<file path="config.mk">
export PLATFORM = sky130hd
export DESIGN_NAME = instr_cycle_sequencer
export DESIGN_NICKNAME = d
export VERILOG_FILES = /design/src/rtl/instr_cycle_sequencer.sv
export SDC_FILE = /design/constraint.sdc
export NUM_CORES = 1
export LEC_CHECK = 0
export ABC_AREA = 1
export ABC_CLOCK_PERIOD_IN_PS = 4300
export BUFFER_PORTS_ARGS = -buffer_cell sky130_fd_sc_hd__buf_2
export CAP_MARGIN = 40
export CORE_ASPECT_RATIO = 1.25
export CORE_UTILIZATION = 25
export DETAILED_ROUTE_END_ITERATION = 16
export GPL_TIMING_DRIVEN = 0
export PLACE_DENSITY = 0.4
export SETUP_SLACK_MARGIN = 0.4
export SLEW_MARGIN = 20
export SYNTH_ARGS = -nofsm -noshare
export SYNTH_HDL_FRONTEND = slang
export SYNTH_SLANG_ARGS = --single-unit
</file>
<file path="constraint.sdc">
create_clock -name clk -period 4.3 [get_ports clk]
set_clock_uncertainty 0.15 [all_clocks]
set_input_delay 0.86 -clock clk [delete_from_list [all_inputs] [get_ports clk]]
set_output_delay 0.86 -clock clk [all_outputs]
set_load 0.02 [all_outputs]
</file>
<file path="src/rtl/instr_cycle_sequencer.sv">
// Multi-cycle phase sequencer for the 32-bit core: walks each instruction through
// FETCH/DECODE/EXEC/SPADJ/MEM/WB and gates the datapath strobes per phase.
module instr_cycle_sequencer #(
    parameter int TIMEOUT_CYCLES = 15,
    parameter int CW             = 8
) (
    input  logic       clk,
    input  logic       rst_n,
    input  logic       start,
    input  logic [5:0] opcode_in,
    input  logic       flag_n,
    input  logic       flag_z,
    input  logic       imem_ack,
    input  logic       dmem_ack,
    output logic       imem_req,
    output logic       ir_we,
    output logic       alu_en,
    output logic       dmem_req,
    output logic       dmem_we,
    output logic       sp_we,
    output logic       reg_we,
    output logic       pc_we,
    output logic [1:0] pc_sel,
    output logic [2:0] phase,
    output logic       halted,
    output logic       bus_err,
    output logic       illegal
);

    typedef enum logic [2:0] {
        S_IDLE   = 3'd0,
        S_FETCH  = 3'd1,
        S_DECODE = 3'd2,
        S_EXEC   = 3'd3,
        S_SPADJ  = 3'd4,
        S_MEM    = 3'd5,
        S_WB     = 3'd6,
        S_HALTED = 3'd7
    } state_t;

    typedef enum logic [3:0] {
        C_ALU, C_LOAD, C_STORE, C_BRANCH, C_PUSH, C_POP,
        C_CALL, C_RET, C_NOP, C_HALT, C_ILLEGAL
    } op_class_t;

    localparam logic [1:0]    PC_SEQ    = 2'd0;
    localparam logic [1:0]    PC_TARGET = 2'd1;
    localparam logic [1:0]    PC_DMEM   = 2'd2;
    localparam logic [5:0]    OP_NOP    = 6'b110000;
    localparam logic [CW-1:0] TMO_LAST  = CW'(TIMEOUT_CYCLES - 1);

    state_t       state_q;
    logic [5:0]   opcode_q;
    logic [CW-1:0] tmo_cnt_q;
    logic         bus_err_q;
    logic         illegal_q;

    op_class_t    op_class;
    logic         branch_taken;
    logic         tmo_expired;
    logic         mem_write;

    function automatic op_class_t classify(input logic [5:0] op);
        casez (op)
            6'b000???, 6'b001???, 6'b101000: return C_ALU;
            6'b0100?0:                       return C_LOAD;   // LD, LDSP
            6'b0100?1:                       return C_STORE;  // ST, STSP
            6'b0110??:                       return C_BRANCH;
            6'b100000:                       return C_PUSH;
            6'b100001:                       return C_POP;
            6'b100010:                       return C_CALL;
            6'b100011:                       return C_RET;
            6'b110000:                       return C_NOP;
            6'b111000:                       return C_HALT;
            default:                         return C_ILLEGAL;
        endcase
    endfunction

    assign op_class    = classify(opcode_q);
    assign tmo_expired = (tmo_cnt_q == TMO_LAST);
    assign mem_write   = (op_class == C_STORE) || (op_class == C_PUSH) || (op_class == C_CALL);

    // Low opcode bits select the condition: BR, BMI, BPL, BZ.
    always_comb begin
        case (opcode_q[1:0])
            2'b00:   branch_taken = 1'b1;
            2'b01:   branch_taken = flag_n;
            2'b10:   branch_taken = !flag_n;
            default: branch_taken = flag_z;
        endcase
    end

    always_ff @(posedge clk or negedge rst_n) begin
        if (!rst_n) begin
            state_q   <= S_IDLE;
            opcode_q  <= OP_NOP;
            tmo_cnt_q <= '0;
            bus_err_q <= 1'b0;
            illegal_q <= 1'b0;
        end else begin
            // NOTE: state is updated with non-blocking assignments so every read in this
            // block sees the pre-edge value; the default clear below is overridden by the
            // increment only in a cycle that is still waiting on an ack.
            tmo_cnt_q <= '0;
            unique case (state_q)
                S_IDLE: begin
                    if (start) state_q <= S_FETCH;
                end
                S_FETCH: begin
                    if (imem_ack) begin
                        opcode_q <= opcode_in;
                        state_q  <= S_DECODE;
                    end else if (tmo_expired) begin
                        bus_err_q <= 1'b1;
                        state_q   <= S_HALTED;
                    end else begin
                        tmo_cnt_q <= tmo_cnt_q + CW'(1);
                    end
                end
                S_DECODE: begin
                    if (op_class == C_HALT) begin
                        state_q <= S_HALTED;
                    end else if (op_class == C_ILLEGAL) begin
                        illegal_q <= 1'b1;
                        state_q   <= S_HALTED;
                    end else begin
                        state_q <= S_EXEC;
                    end
                end
                S_EXEC: begin
                    case (op_class)
                        C_ALU:                        state_q <= S_WB;
                        C_LOAD, C_STORE, C_POP, C_RET: state_q <= S_MEM;
                        C_PUSH, C_CALL:               state_q <= S_SPADJ;
                        default:                      state_q <= S_FETCH;
                    endcase
                end
                S_SPADJ: begin
                    case (op_class)
                        C_PUSH, C_CALL: state_q <= S_MEM;
                        C_POP:          state_q <= S_WB;
                        default:        state_q <= S_FETCH;
                    endcase
                end
                S_MEM: begin
                    if (dmem_ack) begin
                        case (op_class)
                            C_LOAD:       state_q <= S_WB;
                            C_POP, C_RET: state_q <= S_SPADJ;
                            default:      state_q <= S_FETCH;
                        endcase
                    end else if (tmo_expired) begin
                        bus_err_q <= 1'b1;
                        state_q   <= S_HALTED;
                    end else begin
                        tmo_cnt_q <= tmo_cnt_q + CW'(1);
                    end
                end
                S_WB: begin
                    state_q <= S_FETCH;
                end
                S_HALTED: begin
                    if (start) state_q <= S_FETCH;
                end
            endcase
        end
    end

    // Strobes decode from the registered state and opcode; the ack and flag terms let a
    // strobe land in the same cycle as the handshake or branch test that permits it.
    always_comb begin
        // NOTE: every output is given a default first so no path through the case
        // leaves one unassigned and infers a latch.
        imem_req = 1'b0;
        ir_we    = 1'b0;
        alu_en   = 1'b0;
        dmem_req = 1'b0;
        dmem_we  = 1'b0;
        sp_we    = 1'b0;
        reg_we   = 1'b0;
        pc_we    = 1'b0;
        pc_sel   = PC_SEQ;
        halted   = 1'b0;
        unique case (state_q)
            S_FETCH: begin
                imem_req = 1'b1;
                ir_we    = imem_ack;
            end
            S_EXEC: begin
                alu_en = 1'b1;
                if (op_class == C_BRANCH) begin
                    pc_we  = 1'b1;
                    pc_sel = branch_taken ? PC_TARGET : PC_SEQ;
                end else if (op_class == C_NOP) begin
                    pc_we = 1'b1;
                end
            end
            S_SPADJ: begin
                sp_we = 1'b1;
                if (op_class == C_RET) begin
                    pc_we  = 1'b1;
                    pc_sel = PC_DMEM;
                end
            end
            S_MEM: begin
                dmem_req = 1'b1;
                dmem_we  = mem_write;
                if (dmem_ack && mem_write) begin
                    pc_we  = 1'b1;
                    pc_sel = (op_class == C_CALL) ? PC_TARGET : PC_SEQ;
                end
            end
            S_WB: begin
                reg_we = 1'b1;
                pc_we  = 1'b1;
            end
            S_HALTED: begin
                halted = 1'b1;
            end
            default: begin
            end
        endcase
    end

    assign phase   = state_q;
    assign bus_err = bus_err_q;
    assign illegal = illegal_q;

endmodule

</file>
# --- Word-level counts from Yosys, hierarchy flattened ---
# Cells that the tools add are included.
# Widths: inputs -> output; s select.
word_totals:
  inputBits: 13
  wordCells: 97
  output_inout_bits: 16
  reg_bits: 19
classes:
  bitwise_logic: 1
  n_mux: 39
  add_sub_neg: 1
  n_eq_ne: 34
  n_reduce_logical: 17
op_table:
  columns: ["op", "n"]
  rows:
  - ["$eq 6x6->1 const B", 7]
  - ["$pmux 4 s10", 1]
  - ["$mux 8", 3]
  - ["$pmux 3 s7", 1]
  - ["$eq 4x3->1 const B", 5]
  - ["$mux 1", 19]
  - ["$mux 3", 6]
  - ["$pmux 8 s2", 1]
  - ["$eq 3x3->1 const B", 4]
  - ["$eq 4x4->1 const B", 3]
  - ["$pmux 3 s2", 2]
  - ["$eq 5x4->1 const B", 2]
  - ["$pmux 3 s3", 1]
  - ["$add 8x1->8 const B", 1]
  - ["$eq 4x2->1 const B", 2]
  - ["$eq 8x4->1 const B", 1]
  - ["$eq 3x1->1 const B", 2]
  - ["$eq 3x2->1 const B", 2]
  - ["$logic_not 3->1", 2]
  - ["$pmux 2 s3", 1]
  - ["$reduce_and 3->1", 2]
  - ["$reduce_or 2->1", 3]
  - ["$eq 4x1->1 const B", 1]
  - ["$logic_not 4->1", 1]
  - ["17 further kinds", 19]

# --- Longest topological paths before layout ---
# Gate-level depths: netlist (run 1).
depth:
  ltp_word: 9
  mapped_depth: 11
  ltp_nobuf: 11

# --- Worst setup path after synthesis (run 1) ---
# OpenSTA, ideal clock, no wires.
synth_timing:
  path_kind: "reg2out"
  startpoint: "register opcode_q[5]"
  endpoint: "output port pc_we"
  arrival_time_ns: 1.633
  slack_ns: 1.657
  path_stages_with_launch: 7
  required_ns: 3.290
  path_buffers: 0
  path_cell_list: "dfstp_2 > inv_2 > nor2_2 > nand3_1 > nor3_1 > nor2_1 > nand3_1"
synth_via:
  elab_chain_len: 9
synth_lines:
  columns: ["element", "line_no", "rtl"]
  rows:
  - ["from (decl)", "53", "logic [5:0] opcode_q;"]
  - ["from (signal assigned)", "111", "opcode_q <= opcode_in;"]
  - ["$eq 6x6->1, or another cell as far along", "64", "casez (op)"]
  - ["$reduce_or 3->1", "64", null]
  - ["$pmux 4 s10 *", "64", null]
  - ["$eq 4x2->1 or $eq 4x3->1 (tied branches)", "81", "assign mem_write = (op_class == C_STORE) || (op_class == C_PUSH) || (op_class == C_CALL);"]
  - ["$logic_or 1x1->1 (2 in a row)", "81", null]
  - ["$logic_and 1x1->1", "208", "if (dmem_ack && mem_write) begin"]
  - ["$mux 1", "208", null]
  - ["$pmux 1 s4 *", "184", "unique case (state_q)"]
  - ["to (decl)", "22", "output logic pc_we,"]
# Mark *: on every way between the ends. The rest lies on a longest branch, timed or not.

# --- Worst setup path in the final report (run 1) ---
# Ends and elaborated chain as after synthesis.

==> metrics, run 1 <==
hold slack=0.326 ns; Starting Density=0.266; Ys Warns=0; diode count=0; largest net degree at the start of global routing=20; Final ANT Viol Nets=0; #FFs+latches synth=19; final wirelength=3.16 mm; element type at the critical path start=flop; Slew Limit Fails=0; Clk Latency, worst-skew pair=0.25 ns; DIE WIDTH=66.3 um; min Tclk post-route=2.72 ns; # H-tree levels=1; crit path max fanout=7; Netlist cell types=30; initial antenna violation count=0; Max Freq=368 MHz; TritonRoute pass-1 iters=4; status=finished, final reports clean; RSZ-0062 raised after global routing=no; leading area contributor after synthesis=dfrtp_1; CTS Hold Buffers Added=0; core area=4870 sq um; mean post-synth cell area=7.07 sq um; Vert. Die Dim=82.4 um; die area=5470 sq um; routability cong.=0.779; share of the synthesized area in the top cell type=0.329; CTS tree=done; Peak supply drop=135 uV; IO buf count=28; Fill cells=536; Max Cap Viol=0; cell row count=28; asr flop ratio synth=1.00; DRC=0; Tot GR Track Use=0.133; HPWL Detailed=2.57 mm; synthesized area=1290 sq um; final-report setup violation count=0; sequential fraction of the synthesis area=0.369; # clock sinks=19; clock slew at reported path FFs=0.07 ns; # Post-CTS Setup Buffers=0; power density cells=601 nW/um^2; vias per cell=4.48; IO Count=29; area of the multi-input gates=706 sq um; CTS Root Cell=clkbuf_8; Synth top cells by count=nand2_1, nor2_1, inv_1; Worst EP required=3.29 ns; Slew @ Worst Pin=0.434 ns; FF+latch area=478 sq um; GRT overflow=0; worst rel slew slack=0.711; layout cells sized above 1=0.247; Final Hold Viols=0; Syn Nets=198; Area growth syn-to-layout=20.2%; Crit. End Element=output port; Reg2Reg Setup Slack=2.61 ns; Static Leak=0.825 nW; period utilization=0.632; first-pass GRT wire length=5.57 mm; Hold/Removal Path Class=reg -> reg; Crit Path Class=reg -> out; setup TNS=0 ns; number of global-route vias before repair=1232; Via Count=1232; top cells by area, synth=dfrtp_1, nand2_1, nor2_1, inv_1, nand3_1; ys flop type=dfrtp_1; CTS Buf Count=3; routed len/inst=11.5 um; CTS Buffer Depth=2; Initial DRC Count=74; Gates resized, CTS repair=0; top-count cell post-synth=nand2_1; # nets final=231; EDFF count, synth=0; Post-Syn Instances=183; WP data arrival=1.71 ns; post-layout util=0.319
critical path, stage by stage (launching register included):
cell and delay, ns:
dfstp_2 0.58, inv_2 0.09, nor2_2 0.15, nand3_1 0.13, nor3_1 0.20, nor2_1 0.07
nand3_1 0.08, buf_2 0.16
final timing paths:
kind                                          from                       to  cells past startpoint
max                        opcode_q[5]$_DFFE_PN1P_                    pc_we                      7
min                            bus_err$_DFFE_PN0P_      bus_err$_DFFE_PN0P_                      1
max reg2reg                opcode_q[5]$_DFFE_PN1P_     phase[2]$_DFFE_PN0P_                      9
min reg2reg                    bus_err$_DFFE_PN0P_      bus_err$_DFFE_PN0P_                      1
max in group asynchronous                    rst_n  opcode_q[4]$_DFFE_PN1P_                      1
min in group asynchronous                    rst_n   tmo_cnt_q[2]$_DFF_PN0_                      1
registers in the layout, indices dropped and copies added, names as in the netlist:
signal     count
opcode_q       6
bus_err        1
phase          3
illegal        1
tmo_cnt_q      8
per-layer routing:
metal | routed length (um) | GRT usage
met4 | 41 | 0.0447
met2 | 1550 | 0.240
met3 | 117 | 0.0137
met5 | 0 | 0
met1 | 1450 | 0.165
power by group:
part           leakage (nW)  switching, mW  total, mW  internal (mW)
sequential            0.241         0.0669      0.300          0.233
clock                0.0255         0.0609      0.125         0.0644
combinational         0.558          0.348      0.510          0.162
logic make-up (layout without fill, tap and decap cells):
group / count (synthesis) / count (layout) / share of synthesized area
buffers and inverters: 28 / 60 / 0.0851
AOI/OAI and AO/OA: 20 / 20 / 0.0957
xor gates and xnor gates: 5 / 5 / 0.0338
adders and majority gates: 2 / 2 / 0.0193
DFF: 19 / 19 / 0.369
and+or+nand+nor: 109 / 109 / 0.397
cell usage in the layout, fill, tap and decap left out, drive strengths merged:
master,n
nor2,36
o21bai,1
o2111ai,1
clkinv,3
dfrtp,17
ha,2
nor3,4
dfstp,2
nand2,47
nand3b,1
inv,25
xor2,4
buf,29
nand3,15
nand4,5
clkbuf,3
o21ai,12
a31oi,1
xnor2,1
nor4,1
o211ai,2
a21oi,3
area by class of cell:
type | count | area share
Sequential cell | 19 | 0.307
Timing Repair Buffer | 28 | 0.0901
Buffer | 1 | 0.00483
Multi-Input combinational cell | 136 | 0.454
Clock buffer | 3 | 0.0265
Tap cell | 60 | 0.0483
Clock inverter | 1 | 0.00322
Inverter | 27 | 0.0660
metrics by stage:
step                power (mW)  setup slack, ns  cell area (sq um)  instances
detailed placement       0.823             1.75               1510        271
finish                   0.935             1.58               1560        275
global placement         0.829             1.76               1510        271
CTS                      0.956             1.55               1560        275
global route              1.04             1.44               1560        275
floorplan                0.679             1.66               1290        183
No activity file was read; power rests on OpenSTA's default activity.
==> inputs of run 2 (changes only) <==
- ABC_AREA: 1 -> 0
- ABC_CLOCK_PERIOD_IN_PS: 4300 -> 2570
- clock period: 4.3 -> 2.57 ns (I/O delays scaled with it)
==> run 2 against run 1 <==
Effect of this change: global-route usage decreased by 0.23 points; sequential share of layout area decreased by 4.1 points; synthesized area decreased by 3.6%; final cell count decreased by 12%; highest routed layer unchanged; non-clock buffer count increased by 18; utilization increased by 6.1 points; register-to-register slack got worse by 2.0 ns; die area decreased by 3.5%; largest cell class unchanged; hold slack got worse by 0.28 ns.
==> metrics, run 2 <==
status=finished, final reports clean; die area=5280 sq um (-3.5%); IO Count=29 (unchanged); initial antenna violation count=0 (unchanged); ys flop type=dfrtp_1; TritonRoute pass-1 iters=4 (unchanged); DRC=0 (unchanged); Ys Warns=0 (unchanged); crit path max fanout=10 (+3); met2 Use GR=0.234 (-0.00578); most used cell, CP=buf_6; sequential fraction of the synthesis area=0.383 (+0.0137); Final Hold Viols=0 (unchanged); Largest register FFs=8 (unchanged); Slew @ Worst Pin=0.423 ns (-0.0113 ns); Syn Nets=156 (-21%); worst slack, placed=0.103 ns (-1.65 ns); Tot Pwr=2.00 mW (+110%); mean post-synth cell area=8.85 sq um (+25%); power density cells=1100 nW/um^2 (+83%); Slew Limit Fails=0 (unchanged); CTS Root Cell=clkbuf_8; Worst EP required=1.91 ns (-1.38 ns); top cells by area, synth=dfrtp_1, mux2_2, nor2_1, dfstp_2, mux2i_1; Initial DRC Count=57 (-23%); slowest library cell on the worst path=dfrtp_2; CTS Buf Count=3 (unchanged); IO buf count=28 (unchanged); core area=4760 sq um (-2.2%); # nets final=199 (-14%); Area growth syn-to-layout=45.2%; period utilization=0.907; Max Freq=429 MHz; met3 usage=0.0154 (+0.00171); WP data arrival=1.67 ns (-0.04 ns); # H-tree levels=1 (unchanged); routed len/inst=13.3 um (+16%); worst rel slew slack=0.718 (+0.00756); RSZ-0062 raised after global routing=yes; setup TNS=0 ns (unchanged); Non-Filler Instances=243 (-12%); Final ANT Viol Nets=0 (unchanged); Clk Latency, worst-skew pair=0.25 ns (about the same); Peak supply drop=312 uV (+130%); number of global-route vias before repair=1153 (-6.4%); CTS tree=done; clock slew at reported path FFs=0.07 ns (about the same); largest net degree at the start of global routing=20 (unchanged); most frequent cells in the layout=buf_2, dfrtp_1, nor2_1; top-count cell post-synth=dfrtp_1; Post-Place Cells=229 (-15%); Placed Area=1530 sq um (+1.4%); commonest non-fill, non-tap cell in the layout=buf_2; GRT overflow=0 (unchanged); Netlist cell types=41 (+37%); Biggest register=tmo_cnt_q; Via Count=1183 (-4.0%); element type at the critical path start=flop; Worst path top cell family by delay=simple AND/OR/NAND/NOR gates; Hold/Removal Path Class=in -> async; layout cells sized above 1=0.454 (+0.207); fin area=1810 sq um (+16%); Crit Path Class=reg -> out; final wirelength=3.24 mm (+2.6%); routability cong.=0.780 (about the same); Starting Density=0.262 (-0.00386); Max Cap Viol=0 (unchanged); cell row count=28 (unchanged); leading area contributor after synthesis=dfrtp_1; #FFs+latches synth=19 (unchanged); HPWL Detailed=2.43 mm (-5.7%); CP peak stage delay=0.41 ns (-0.17 ns); synthesized area=1250 sq um (-3.6%); worst path cell trace=buf_6 > nand2b_4 > or2_4 > nor2_4 > nand3_2 > o21ai_4 > buf_6; global route hottest layer=met2; GR Util met1=0.160 (-0.00505); final-report setup violation count=0 (unchanged); Buf+Inv Stages, Crit Path=2 (unchanged); share of the synthesized area in the top cell type=0.341 (+0.0122); Synth top cells by count=dfrtp_1, nor2_1, nand2_1; first-pass GRT wire length=5.43 mm (-2.5%); min Tclk post-route=2.33 ns; Static Leak=0.800 nW (-3.0%); Vert. Die Dim=81.0 um (-1.8%); Crit. End Element=output port; final worst slack=0.238 ns (-1.35 ns); DIE WIDTH=65.2 um (-1.7%); vias per cell=4.87 (+8.7%); asr flop ratio synth=1.00 (unchanged); diode count=0 (unchanged); # clock sinks=19 (unchanged); Post-Syn Instances=141 (-23%); CTS Buffer Depth=2 (unchanged); EDFF count, synth=0 (unchanged); Tot GR Track Use=0.131 (-0.00231)
run 2: changes by cell type after synthesis, sizes merged, moves of 5 or more:
cell and delta:
inv -20, mux2 +5, mux2i +5, nand2 -36, nand3 -8, nor2 -21
run 2: layer usage:
metal  wire (um)  vias up  share of wire
li1            -      590              -
met1        1360      568           0.42
met2        1720       21           0.53
met3         103        4          0.032
met4          45        0          0.014
met5           0        -              0
run 2: power by group:
group	switching (mW)	internal, mW	total (mW)
registers	0.0944	0.404	0.498
logic	0.682	0.615	1.30
clock network	0.0901	0.110	0.200
run 2: timing repair:
item / in CTS / in global routing
pin swaps: 8 / 6
buffers inserted: 9 / 1
gates resized for setup: 35 / 8
setup endpoints to repair: 7 / 7
hold buffers: 0 / 0
run 2: logic make-up after synthesis:
logic type | synth area share
mux | 0.0853
simple gates | 0.280
fa+ha+maj | 0.0201
compound gates | 0.144
flops | 0.383
xor+xnor | 0.0351
buf+inv | 0.0522
run 2: path summary, 6_finish.rpt:
check                           slack [ns]                    start                      end  cells after the start
worst max-delay path                  0.24     phase[2]$_DFFE_PN0P_                pc_sel[0]                      7
worst min-delay path                  0.05                    rst_n   tmo_cnt_q[1]$_DFF_PN0_                      1
worst max register to register        0.57  opcode_q[5]$_DFFE_PN1P_     phase[0]$_DFFE_PN0P_                      7
worst min register to register        0.32      illegal$_DFFE_PN0P_      illegal$_DFFE_PN0P_                      1
max in group asynchronous             1.90                    rst_n  opcode_q[4]$_DFFE_PN1P_                      1
min in group clk                      0.32      illegal$_DFFE_PN0P_      illegal$_DFFE_PN0P_                      1
run 2: stage by stage:
step / util / hold WS [ns]
final: 0.380 / 0.0457
after global routing: 0.380 / 0.0670
after CTS: 0.374 / 0.0656
after detailed placement: 0.321 / 0.293
after global placement: 0.321 / 0.311
after floorplan: - / 0.0684
run 2: cell type report:
| class | instances | area [sq um] |
|---|---|---|
| Sequential cell | 19 | 483 |
| Buffer | 9 | 105 |
| Tap cell | 60 | 75.1 |
| Timing Repair Buffer | 38 | 258 |
| Clock buffer | 4 | 45.0 |
| Inverter | 5 | 18.8 |
| Multi-Input combinational cell | 108 | 827 |
| Fill cell | 507 | 2950 |
